<file path="src/rtl/uart_tx_arbiter.sv">
// uart_tx_arbiter
//   Shares one UART transmitter between two byte sources. Source 0 is the CPU TX
//   register store and source 1 is the RX echo/debug path. When both sources are
//   valid they are served in strict round-robin order. The arbiter latches the
//   winning byte and pulses tx_start for one cycle. It then follows the
//   transmitter's busy handshake until the frame is complete. A sticky error is
//   raised if the transmitter never acknowledges or never finishes.
//
// Ports
//   clk, reset             rising-edge clock, asynchronous active-high reset
//   reqN_valid/data/ready  source N handshake; ready pulses for the accepted cycle
//   tx_start, tx_data      one-cycle start pulse and byte held until back in idle
//   tx_busy                transmitter frame-in-progress flag
//   arb_busy               high whenever the arbiter owns the transmitter
//   grant_id               source of the current or last transfer
//   err_timeout, err_clr   sticky ack/done timeout flag and its clear
module uart_tx_arbiter #(
    parameter int unsigned ACK_TIMEOUT  = 16,
    parameter int unsigned DONE_TIMEOUT = 65535
) (
    input  logic       clk,
    input  logic       reset,
    input  logic       req0_valid,
    input  logic [7:0] req0_data,
    output logic       req0_ready,
    input  logic       req1_valid,
    input  logic [7:0] req1_data,
    output logic       req1_ready,
    output logic       tx_start,
    output logic [7:0] tx_data,
    input  logic       tx_busy,
    output logic       arb_busy,
    output logic       grant_id,
    output logic       err_timeout,
    input  logic       err_clr
);

    localparam int unsigned MaxTimeout = (ACK_TIMEOUT > DONE_TIMEOUT) ? ACK_TIMEOUT
                                                                      : DONE_TIMEOUT;
    localparam int unsigned CntW = $clog2(MaxTimeout + 1);
    localparam logic [CntW-1:0] AckLast  = CntW'(ACK_TIMEOUT - 1);
    localparam logic [CntW-1:0] DoneLast = CntW'(DONE_TIMEOUT - 1);

    typedef enum logic [1:0] {StIdle, StLaunch, StWaitAck, StWaitDone} state_e;

    state_e          state_q, state_d;
    logic [CntW-1:0] cnt_q, cnt_d;
    logic [7:0]      data_q, data_d;
    logic            gid_q, gid_d;
    logic            last_q, last_d;
    logic            err_q, err_d;
    logic            pick1;
    logic            set_err;

    // Source 1 wins if it is the only one asking, or if both ask and source 0
    // had the last turn.
    assign pick1 = req1_valid && (!req0_valid || !last_q);

    always_comb begin
        state_d    = state_q;
        cnt_d      = cnt_q;
        data_d     = data_q;
        gid_d      = gid_q;
        last_d     = last_q;
        err_d      = err_q;
        set_err    = 1'b0;
        req0_ready = 1'b0;
        req1_ready = 1'b0;
        tx_start   = 1'b0;

        unique case (state_q)
            StIdle: begin
                // Ready is masked during reset so no byte is acknowledged and then dropped.
                if (!reset && (req0_valid || req1_valid)) begin
                    req0_ready = !pick1;
                    req1_ready = pick1;
                    data_d     = pick1 ? req1_data : req0_data;
                    gid_d      = pick1;
                    last_d     = pick1;
                    cnt_d      = '0;
                    state_d    = StLaunch;
                end
            end
            StLaunch: begin
                // tx_busy is deliberately not sampled here.
                tx_start = 1'b1;
                state_d  = StWaitAck;
            end
            StWaitAck: begin
                if (tx_busy) begin
                    cnt_d   = '0;
                    state_d = StWaitDone;
                end else if (cnt_q == AckLast) begin
                    set_err = 1'b1;
                    state_d = StIdle;
                end else begin
                    cnt_d = cnt_q + 1'b1;
                end
            end
            StWaitDone: begin
                if (!tx_busy) begin
                    state_d = StIdle;
                end else if (cnt_q == DoneLast) begin
                    set_err = 1'b1;
                    state_d = StIdle;
                end else begin
                    cnt_d = cnt_q + 1'b1;
                end
            end
            default: state_d = StIdle;
        endcase

        // A new timeout takes priority over a simultaneous clear.
        if (err_clr) err_d = 1'b0;
        if (set_err) err_d = 1'b1;
    end

    always_ff @(posedge clk or posedge reset) begin
        if (reset) begin
            state_q <= StIdle;
            cnt_q   <= '0;
            data_q  <= '0;
            gid_q   <= 1'b0;
            last_q  <= 1'b1;
            err_q   <= 1'b0;
        end else begin
            state_q <= state_d;
            cnt_q   <= cnt_d;
            data_q  <= data_d;
            gid_q   <= gid_d;
            last_q  <= last_d;
            err_q   <= err_d;
        end
    end

    assign arb_busy    = (state_q != StIdle);
    assign tx_data     = data_q;
    assign grant_id    = gid_q;
    assign err_timeout = err_q;

endmodule

</file>
<file path="config.mk">
export PLATFORM = sky130hd
export DESIGN_NAME = uart_tx_arbiter
export DESIGN_NICKNAME = d
export VERILOG_FILES = /design/src/rtl/uart_tx_arbiter.sv
export SDC_FILE = /design/constraint.sdc
export NUM_CORES = 1
export LEC_CHECK = 0
export ABC_AREA = 1
export BUFFER_PORTS_ARGS = -buffer_cell sky130_fd_sc_hd__clkbuf_2
export CAP_MARGIN = 25
export CELL_PAD_IN_SITES_DETAIL_PLACEMENT = 1
export CELL_PAD_IN_SITES_GLOBAL_PLACEMENT = 1
export CORE_ASPECT_RATIO = 1.4
export CORE_MARGIN = 2
export CORE_UTILIZATION = 34
export DETAILED_ROUTE_END_ITERATION = 8
export HOLD_SLACK_MARGIN = 0.15
export PLACE_DENSITY_LB_ADDON = 0.1
export SETUP_SLACK_MARGIN = 0.4
export SYNTH_ARGS = -nofsm -noshare
export SYNTH_HDL_FRONTEND = slang
export SYNTH_SLANG_ARGS = --single-unit
</file>
<file path="constraint.sdc">
create_clock -name clk -period 1.6 [get_ports clk]
set_clock_uncertainty 0.15 [all_clocks]
set_input_delay 0.08 -clock clk [delete_from_list [all_inputs] [get_ports clk]]
set_output_delay 0.08 -clock clk [all_outputs]
set_load 0.02 [all_outputs]
</file>
# == Word-level counts from Yosys, hierarchy flattened ==
# Cells that the tools add are included.
# totals
ramBits,0
romBits,0
ff_bits,29
latchBits,0
word_cells,58
mem_count,0
# op_classes
n_eq_ne,11
mux,25
n_lt_le_gt_ge,0
n_bitwise,0
reduce_logical,15
addsub,1
div_mod_pow,0
n_shift,0
mul,0
# ops
op,n
16-bit 2-to-1 mux,5
16-bit one-hot mux with 3 select lines,1
16-bit by 1-bit adder with 16-bit output (second input constant),1
16-bit == test (second input constant),1
16-bit by 4-bit == test with 1-bit output (second input constant),1
1-bit 2-to-1 mux,11
2-bit 2-to-1 mux,5
3-bit inequality test (second input constant),3
8-bit 2-to-1 mux,1
2-bit one-hot mux with 4 select lines,1
2-bit inequality test (second input constant),3
5-bit AND reduction,1
2-bit == test (second input constant),2
1-bit logical NOT,4
2-bit nonzero test,2
3-bit AND reduction,1
3-bit nonzero test,1
2-bit by 1-bit == test with 1-bit output (second input constant),1
1-bit logical AND,2
2-bit logical NOT,1
1-bit logical OR,2
1-bit one-hot mux with 2 select lines,1
2-bit AND reduction,1

# == Logic depth before layout (Yosys ltp) ==
# Gate-level depths: netlist of the first run.
# logic_depth
word_depth,6
mapped_depth,10
mapped_depth_nobuf,10

# == Worst setup path before layout of the first run ==
# Ideal clock, no wire load.
# synth_path
path_type,input-to-reg
from,input port reset
to,register cnt_q[2]
stages,7
arrival_time_ns,1.540
slack_ns,-0.217
cell_sequence,inv_1 o21ai_1 a21oi_2 nand3_2 buf_6 nand2_1 o21ai_0
# synth_via
elab_chain_cells,4
# synth_rtl
item,line_no,rtl
"start, declared",22,"input logic reset,"
1-bit logical NOT (no source line),--,
1-bit logical AND,74,if (!reset && (req0_valid || req1_valid)) begin
2-bit inequality test (no source line),--,
5-bit AND reduction (no source line),--,
"end signal, assigned",128,cnt_q <= cnt_d;
"end, declared",47,"logic [CntW-1:0] cnt_q, cnt_d;"
# Every way passes these cells.
# A chain may end at the register's enable or synchronous reset.

# == Worst setup path in the final report of the first run ==
# layout_path
from,register state_q[1]
to,register cnt_q[1]
# layout_via
elab_chain_cells,3
# layout_rtl
item,line_no,rtl
"start, declared",46,"state_e state_q, state_d;"
"start signal, assigned",120,state_q <= StIdle;
"start signal, assigned",127,state_q <= state_d;
2-bit == test or 2-bit logical NOT (tied branches),71,unique case (state_q)
3-bit inequality test (no source line) (tied with other cells),--,
5-bit AND reduction (no source line),--,
# Parallel ways exist; a longest one is shown, timed or not.

==> results of run 1 <==
[stage by stage]
stage | hold WS (ns) | instance area (sq um) | cells | utilization, %
5_1_grt | 0.101 | 2950 | 408 | 57.6
6_report | 0.0586 | 2950 | 408 | 57.6
2_1_floorplan | -0.145 | 1860 | 254 | -
3_5_place_dp | 0.113 | 2190 | 365 | 42.9
3_3_place_gp | 0.119 | 2190 | 365 | 42.9
4_1_cts | 0.0421 | 2700 | 402 | 52.7
[power by group through the flow]
stage	clock (mW)	sequential [mW]	combinational (mW)
4_1_cts	0.712	1.07	1.59
5_1_grt	0.735	1.14	2.14
3_3_place_gp	0	1.06	1.23
6_report	0.698	1.12	1.99
2_1_floorplan	0	1.18	0.711
3_5_place_dp	0	1.07	1.24
[final cells by class]
cell class                      count  area (sq um)
Multi-Input combinational cell    194          1230
Inverter                           29           118
Tap cell                           66          82.6
Clock inverter                      1          5.00
Clock buffer                        7          96.3
Fill cell                         641          2170
Timing Repair Buffer               82           674
Sequential cell                    29           741
[registers in the layout, summed over array words and instances (netlist names)]
| signal | cells |
|---|---|
| cnt_q | 16 |
| tx_data | 8 |
| state_q | 2 |
| err_timeout | 1 |
| grant_id | 1 |
| last_q | 1 |
[tightest hold or removal path, cell delays in order]
cell	delay, ns
sky130_fd_sc_hd__clkbuf_2	0.14
sky130_fd_sc_hd__a21boi_2	0.10
sky130_fd_sc_hd__nand2_2	0.11
sky130_fd_sc_hd__nand2_1	0.06
[cell usage in the layout (no fill, tap or decap), drive strengths merged, types with 8 or more instances in the layout]
cell,n
nand2,109
clkbuf,40
nor2,32
buf,29
inv,28
dfrtp,28
dlygate4sd3,20
nand3,20
o21ai,8
[final timing paths]
kind	from	endpoint	slack [ns]	cells past startpoint
min in group asynchronous	reset	state_q[1]$_DFFE_PP0P_	0.38	4
worst max register to register	state_q[1]$_DFFE_PP0P_	cnt_q[1]$_DFFE_PP0P_	-0.06	8
worst min register to register	last_q$_DFFE_PP1P_	last_q$_DFFE_PP1P_	0.33	2
worst max-delay path	state_q[1]$_DFFE_PP0P_	cnt_q[1]$_DFFE_PP0P_	-0.06	8
max in group asynchronous	reset	last_q$_DFFE_PP1P_	0.60	4
worst min-delay path	req0_valid	last_q$_DFFE_PP1P_	0.06	4
[routing by layer]
metal	track usage, %	part of all wire (%)	vias up
met5	0	0	-
met1	23.6	39	962
met3	3.50	2.2	11
met4	6.94	2.9	0
li1	-	-	963
met2	43.3	56	39
[timing repair]
action                                 in CTS  in global routing
buffers inserted                            7                  5
gates resized for setup                    35                 59
endpoints found under the hold margin      46                  2
cloned                                      2                  1
setup endpoints to repair                  33                 33
pin swaps                                   8                 14
[logic make-up (layout without fill, tap and decap cells)]
group	count (synthesis)	after routing	synth area share (%)
adder cells (fa/ha/maj)	2	2	1.39
XOR/XNOR	5	5	2.44
AO/OA/AOI/OAI	21	21	7.87
buffers and inverters	32	119	7.94
AND/OR/NAND/NOR	165	166	39.9
flip-flops	29	29	40.5
==> tab_implementation.tex, run 1 <==
\begin{tabular}{lr}
\hline
Metric & Value \\
\hline
\multicolumn{2}{l}{\textbf{Power and ir drop}} \\
\quad Switching power summed over all nets & 1.64 mW \\
\quad Portion of total power attributed to the clock network & between 10\% and 20\% \\
\quad Sequential share of power & 29.4\% \\
\quad Total power & 3.81 mW \\
\quad Worst vdd rail ir drop & 0.464 mV \\
\quad Switching portion of total power & 43.1\% \\
\quad Comb power frac & 52.3\% \\
\quad Standby leakage power & 1.47 nW \\
\quad Pwr per Cell Area & about 1300 nW/um\^{}2 \\
\quad Pint & 2.17 mW \\
\multicolumn{2}{l}{\textbf{Timing}} \\
\quad Count of final max-slew check failures & 0 \\
\quad Slew of the pin with the lowest slew margin & 0.396 ns \\
\quad Final worst slack & -0.0626 ns \\
\quad Number of hold-slack violations in the final timing report & 0 \\
\quad RSZ-0062 raised after global routing & true \\
\quad Crit path time final & 1.66 ns \\
\quad Upper clock frequency limit & 601 MHz \\
\quad Final-report setup violation count & 14 \\
\quad Tcrit/Tclk final & 104\% \\
\quad Worst slew margin relative to its limit & between 70\% and 80\% \\
\quad Final setup TNS & -0.383 ns \\
\multicolumn{2}{l}{\textbf{Global route}} \\
\quad Maximum number of pins on one net before global-route repair & 30 \\
\quad GRT overflow & 0 \\
\quad Antenna violations before repair & 0 \\
\quad Overall Global Routing Usage & 22.3\% \\
\quad Wire length of the first global-routing pass & 10.1 mm \\
\quad Number of global-route vias before repair & about 2100 \\
\multicolumn{2}{l}{\textbf{Clocking}} \\
\quad TritonCTS Sinks & 29 \\
\quad Insertion delay of the later-clocked pin in the worst-skew pair & slightly below 0.3 ns \\
\quad Root Driver & sky130\_fd\_sc\_hd\_\_clkbuf\_8 \\
\quad Maximum buffer depth of the clock tree & 2 \\
\quad CTS clk-pin slew, worst paths & 0.07 ns \\
\quad Number of hold buffers added after CTS & 20 \\
\quad Number of H-tree levels & 2 \\
\quad TritonCTS clock tree & yes \\
\quad Number of buffers added by the clock tree synthesis step & 5 \\
\multicolumn{2}{l}{\textbf{Yosys}} \\
\quad Yosys warnings & 0 \\
\quad Flip-flop and latch count after synthesis & 29 \\
\quad Fraction of synthesized cell area taken by the top area cell type & 39.0\% \\
\quad Top cell type by total area after synthesis & sky130\_fd\_sc\_hd\_\_dfrtp\_1 \\
\quad Cell types with the highest counts after synthesis & sky130\_fd\_sc\_hd\_\_nand2\_1 (103), sky130\_fd\_sc\_hd\_\_dfrtp\_1 (28), sky130\_fd\_sc\_hd\_\_nor2\_1 (27) \\
\quad Leading post-synthesis cells by cell area & sky130\_fd\_sc\_hd\_\_dfrtp\_1 (39\%), sky130\_fd\_sc\_hd\_\_nand2\_1 (22\%), sky130\_fd\_sc\_hd\_\_nor2\_1 (5.6\%) \\
\quad Number of nets produced by synthesis & roughly 280 \\
\quad Most repeated cell in the gate-level netlist after synthesis & sky130\_fd\_sc\_hd\_\_nand2\_1 \\
\quad Post-synthesis instance area & roughly 1800 sq um \\
\quad Synthesized instance count & 254 \\
\quad Fraction of synthesis flops using an asynchronous set or reset pin & 100\% \\
\quad Main synth FF type & sky130\_fd\_sc\_hd\_\_dfrtp\_1 \\
\quad Mean instance size in the synthesized netlist & 7.07 sq um \\
\quad Number of different library cells in the post-synthesis netlist & 26 \\
\quad EDFF count, synth & 0 \\
\quad Part of the Yosys area used for sequential elements & 40.5\% \\
\multicolumn{2}{l}{\textbf{Setup path}} \\
\quad Top cell family by delay on the critical path & simple AND/OR/NAND/NOR gates \\
\quad Cell repeated most along the worst path & sky130\_fd\_sc\_hd\_\_nand3\_4 \\
\quad Crit-path cells & buf\_6, inv\_2, nor3\_4, nand3\_4, nand3\_4, buf\_12, nand2\_2, o21ai\_1 \\
\quad Category of the worst setup path launch point & flip-flop \\
\quad Endpoint type of the worst setup path & flip-flop \\
\quad Buffers plus inverters on the worst setup path & 3 \\
\quad Critical-path top delay cell & sky130\_fd\_sc\_hd\_\_dfrtp\_2 \\
\quad Stage delay of the slowest cell on the critical path & 0.40 ns \\
\quad Crit path DAT & 1.71 ns \\
\quad Maximum fanout along the worst path & 7 \\
\quad Category of the critical setup timing path & flip-flop to flip-flop \\
\quad WP data required & 1.65 ns \\
\multicolumn{2}{l}{\textbf{Floorplanning}} \\
\quad Number of rows created at floorplan & 31 \\
\quad Chip Width & 65.4 microns \\
\quad Starting utilization of the core area & between 30\% and 40\% \\
\quad Die Ht & $\sim$90 microns \\
\quad Core outline area & 5120 sq um \\
\quad Total I/O pin count & 36 \\
\quad Full die area & 5890 sq um \\
\multicolumn{2}{l}{\textbf{Finish}} \\
\quad Number of nets at the end of the flow & 365 \\
\quad Area grow syn2layout & 64.2\% \\
\quad Share of cells above drive strength 1 & 48.5\% \\
\quad Diodes inserted & 0 \\
\multicolumn{2}{l}{\textbf{Route}} \\
\quad Total wire length after detailed routing & 6.94 mm \\
\quad Pre-Repair DR Iteration Count & 4 \\
\quad Via count & a little under 2000 \\
\quad Count of antenna-violating nets left after detailed routing & 0 \\
\quad DRC violation count after routing & 0 \\
\quad Average via count per standard cell & 4.84 \\
\quad Number of design-rule violations left by the first detailed-router iteration & 65 \\
\quad Routed wire per std cell & 17.0 microns \\
\multicolumn{2}{l}{\textbf{Placement}} \\
\quad Detailed placement HPWL & 3.84 mm \\
\quad Quantity of I/O buffers inserted on ports & 35 \\
\quad Setup Slack @ Placement & -0.0235 ns \\
\quad Weighted congestion reported at the end of routability-driven placement & around 0.78 \\
\multicolumn{2}{l}{\textbf{Worst hold path}} \\
\quad Type of the most critical hold path & input port to flip-flop \\
\multicolumn{2}{l}{\textbf{Status}} \\
\quad Status & finished with violations \\
\quad Violations in the final reports & negative setup slack \\
\multicolumn{2}{l}{\textbf{Flow run}} \\
\quad Reported max-cap violation count & 0 \\
\hline
\end{tabular}
(Power assumes the default switching activity.)
==> run 2: changes to the inputs <==
clock period = 2.1 ns   (was 1.6 ns; I/O delays follow)
==> tab_implementation.tex, run 2 (synthesis gave the netlist of run 1 again) <==
\begin{tabular}{lr}
\hline
Metric & Value \\
\hline
\multicolumn{2}{l}{\textbf{Global route}} \\
\quad Overall Global Routing Usage & 22.0\% (was 22.3\%) \\
\quad Maximum number of pins on one net before global-route repair & 30 (unchanged) \\
\quad Met1 Track Usage GR & 24.4\% (was 23.6\%) \\
\quad Wire length of the first global-routing pass & 9.92 mm (was 10.1 mm) \\
\quad Fraction of met3 tracks used by global routing & 3.00\% (was 3.50\%) \\
\quad GRT overflow & 0 (unchanged) \\
\quad Antenna violations before repair & 0 (unchanged) \\
\quad Global routing usage on met2 & 41.8\% (was 43.3\%) \\
\quad Number of global-route vias before repair & 1986 (was 2124) \\
\quad Busiest metal layer after global routing & met2 (unchanged) \\
\multicolumn{2}{l}{\textbf{Setup path}} \\
\quad Endpoint type of the worst setup path & output port (was flip-flop) \\
\quad Crit path DAT & 1.37 ns (was 1.71 ns) \\
\quad Worst reg2reg setup slack & 0.49 ns (was -0.06 ns) \\
\quad Category of the worst setup path launch point & flip-flop (unchanged) \\
\quad Category of the critical setup timing path & flip-flop to output port (was flip-flop to flip-flop) \\
\quad Worst r2r src & cnt\_q[8]\$\_DFFE\_PP0P\_ (was state\_q[1]\$\_DFFE\_PP0P\_) \\
\quad Maximum fanout along the worst path & 4 (was 7) \\
\quad Critical Path Source & state\_q[0]\$\_DFFE\_PP0P\_ (was state\_q[1]\$\_DFFE\_PP0P\_) \\
\quad Cell count of the worst reg-to-reg path & 9 (was 8) \\
\quad WP data required & 1.85 ns (was 1.65 ns) \\
\quad RR Endpoint & cnt\_q[8]\$\_DFFE\_PP0P\_ (was cnt\_q[1]\$\_DFFE\_PP0P\_) \\
\multicolumn{2}{l}{\textbf{Floorplanning}} \\
\quad Starting utilization of the core area & 35.1\% (unchanged) \\
\quad Number of rows created at floorplan & 31 (unchanged) \\
\quad Core outline area & 5120 sq um (unchanged) \\
\quad Chip Width & 65.4 microns (unchanged) \\
\quad Full die area & 5890 sq um (unchanged) \\
\quad Total I/O pin count & 36 (unchanged) \\
\quad Die Ht & 90.0 microns (unchanged) \\
\multicolumn{2}{l}{\textbf{Placement}} \\
\quad Detailed placement HPWL & 3.69 mm (was 3.84 mm) \\
\quad Weighted congestion reported at the end of routability-driven placement & 0.759 (was 0.780) \\
\quad Post-Place Cells & 353 (was 365) \\
\quad Quantity of I/O buffers inserted on ports & 35 (unchanged) \\
\multicolumn{2}{l}{\textbf{Timing}} \\
\quad Count of final max-slew check failures & 0 (unchanged) \\
\quad Number of hold-slack violations in the final timing report & 0 (unchanged) \\
\quad Worst slew margin relative to its limit & 71.1\% (was 73.6\%) \\
\quad Final setup TNS & 0 ns (was -0.383 ns) \\
\quad Slew of the pin with the lowest slew margin & 0.431 ns (was 0.396 ns) \\
\quad Crit path time final & 1.63 ns \\
\quad Upper clock frequency limit & 615 MHz \\
\quad Final-report setup violation count & 0 (was 14) \\
\quad Tcrit/Tclk final & 77.4\% \\
\quad RSZ-0062 raised after global routing & true (unchanged) \\
\multicolumn{2}{l}{\textbf{Route}} \\
\quad Average via count per standard cell & 4.92 (was 4.84) \\
\quad Total wire length after detailed routing & 6.27 mm (was 6.94 mm) \\
\quad Routed wire per std cell & 16.0 microns (was 17.0 microns) \\
\quad Via count & 1933 (was 1975) \\
\quad DRC violation count after routing & 0 (unchanged) \\
\quad Number of design-rule violations left by the first detailed-router iteration & 35 (was 65) \\
\quad Pre-Repair DR Iteration Count & 2 (was 4) \\
\quad Count of antenna-violating nets left after detailed routing & 0 (unchanged) \\
\multicolumn{2}{l}{\textbf{Finish}} \\
\quad Area grow syn2layout & 45.2\% (was 64.2\%) \\
\quad Sequential cell area & 738 sq um (was 741 sq um) \\
\quad Leading cell type in the layout, fill and taps excluded & sky130\_fd\_sc\_hd\_\_nand2\_1 (unchanged) \\
\quad Multi-input gate area in the final layout & 1120 sq um (was 1230 sq um) \\
\quad Top library cells by usage in the layout, fill and taps aside & sky130\_fd\_sc\_hd\_\_nand2\_1 (99), sky130\_fd\_sc\_hd\_\_clkbuf\_2 (33), sky130\_fd\_sc\_hd\_\_nor2\_1 (23) (was sky130\_fd\_sc\_hd\_\_nand2\_1 (68), sky130\_fd\_sc\_hd\_\_nand2\_2 (35), sky130\_fd\_sc\_hd\_\_clkbuf\_2 (31)) \\
\quad Share of cells above drive strength 1 & 31.8\% (was 48.5\%) \\
\quad Diodes inserted & 0 (unchanged) \\
\quad Number of nets at the end of the flow & 350 (was 365) \\
\quad Count of placed standard cells in the final layout, fillers left out & 393 (was 408) \\
\quad Register ranked first by flip-flop count & cnt\_q (unchanged) \\
\quad Number of flip-flops in the largest register & 16 (unchanged) \\
\quad Fill cell count & 650 (was 641) \\
\multicolumn{2}{l}{\textbf{Power and ir drop}} \\
\quad Standby leakage power & 1.31 nW (was 1.47 nW) \\
\quad Worst vdd rail ir drop & 0.320 mV (was 0.464 mV) \\
\quad Pwr per Cell Area & 944 nW/um\^{}2 (was 1290 nW/um\^{}2) \\
\multicolumn{2}{l}{\textbf{Clocking}} \\
\quad Insertion delay of the later-clocked pin in the worst-skew pair & 0.28 ns (was 0.29 ns) \\
\quad Maximum buffer depth of the clock tree & 2 (unchanged) \\
\quad Root Driver & sky130\_fd\_sc\_hd\_\_clkbuf\_8 (unchanged) \\
\quad Number of hold buffers added after CTS & 21 (was 20) \\
\quad Number of buffers added by the clock tree synthesis step & 5 (unchanged) \\
\quad TritonCTS Sinks & 29 (unchanged) \\
\quad TritonCTS clock tree & yes (unchanged) \\
\quad Number of H-tree levels & 2 (unchanged) \\
\quad CTS clk-pin slew, worst paths & 0.06 ns (was 0.07 ns) \\
\multicolumn{2}{l}{\textbf{Worst hold path}} \\
\quad Terminating pin of the worst hold path & last\_q\$\_DFFE\_PP1P\_ (unchanged) \\
\quad Type of the most critical hold path & input port to flip-flop (unchanged) \\
\quad Launch point of the worst hold path & req0\_valid (unchanged) \\
\quad Worst hold path depth & 4 (unchanged) \\
\multicolumn{2}{l}{\textbf{Flow run}} \\
\quad Reported max-cap violation count & 0 (unchanged) \\
\multicolumn{2}{l}{\textbf{Status}} \\
\quad Status & completed (was finished with violations) \\
\hline
\end{tabular}
[run 2: cell count changes in the layout (fill, tap and decap cells not counted), moves of 3 or more]
cell                      change
sky130_fd_sc_hd__nor2_1       +3
sky130_fd_sc_hd__nand2_4      -3
sky130_fd_sc_hd__nand2_2     -27
sky130_fd_sc_hd__nand2_1     +31
sky130_fd_sc_hd__buf_6        -9
sky130_fd_sc_hd__buf_4        -8
sky130_fd_sc_hd__nand3_1      +3
sky130_fd_sc_hd__o21ai_1      +3
sky130_fd_sc_hd__o21ai_2      -3
[run 2: layout make-up]
cell class	count	share of cell area [%]
multi-input cells	197	42.9
flip-flops and latches	29	28.3
repair buffers	64	17.6
inverters	29	4.61
clock buffers	8	3.45
well taps	66	3.17
[run 2: layer usage]
layer	vias up	wire, microns
li1	944	-
met1	952	2380
met2	31	3680
met3	6	143
met4	0	70
met5	-	0
[run 2: power breakdown]
group / total, mW / switching [mW] / internal, mW / leakage [nW]
logic: 1.16 / 0.733 / 0.431 / 0.895
registers: 0.812 / 0.110 / 0.701 / 0.370
clock network: 0.484 / 0.217 / 0.267 / 0.0455
total: 2.46 / 1.06 / 1.40 / 1.31
[run 2: timing repair]
item                                    4_1_cts  5_1_grt
gates resized for setup                      18       31
buffers inserted                              3        4
gates cloned                                  3        1
pin swaps                                     6       10
endpoints found under the hold margin        42        1
endpoints found under the setup margin       18       18
[run 2: worst max-delay path by stage]
stage | endpoint | slack [ns] | cells after the start
CTS | req0_ready | 0.36 | 6
finish | req1_ready | 0.47 | 6
global route | cnt_q[14]$_DFFE_PP0P_ | 0.38 | 9
global placement | cnt_q[2]$_DFFE_PP0P_ | 0.29 | 6
detailed placement | cnt_q[2]$_DFFE_PP0P_ | 0.22 | 6
floorplan | tx_data[6]$_DFFE_PP0P_ | 0.52 | 7
[run 2: worst max-delay path: stages (launching register included)]
cell and delay [ns]:
sky130_fd_sc_hd__dfrtp_2 0.44, sky130_fd_sc_hd__nor2_4 0.11, sky130_fd_sc_hd__inv_2 0.06, sky130_fd_sc_hd__nor2_4 0.12, sky130_fd_sc_hd__nand2_2 0.10, sky130_fd_sc_hd__inv_4 0.09
sky130_fd_sc_hd__clkbuf_4 0.16
[run 2: metrics by stage]
stage | instance area, sq um | total power [mW] | util [%] | setup slack (ns) | hold slack, ns
final | 2610 | 2.46 | 50.9 | 0.475 | 0.0750
after floorplan | 1800 | 1.40 | - | 0.524 | -0.132
after global routing | 2610 | 2.62 | 50.9 | 0.384 | 0.112
after global placement | 2030 | 1.60 | 39.7 | 0.293 | 0.118
after detailed placement | 2030 | 1.62 | 39.7 | 0.218 | 0.117
after CTS | 2460 | 2.30 | 48.0 | 0.362 | 0.0799
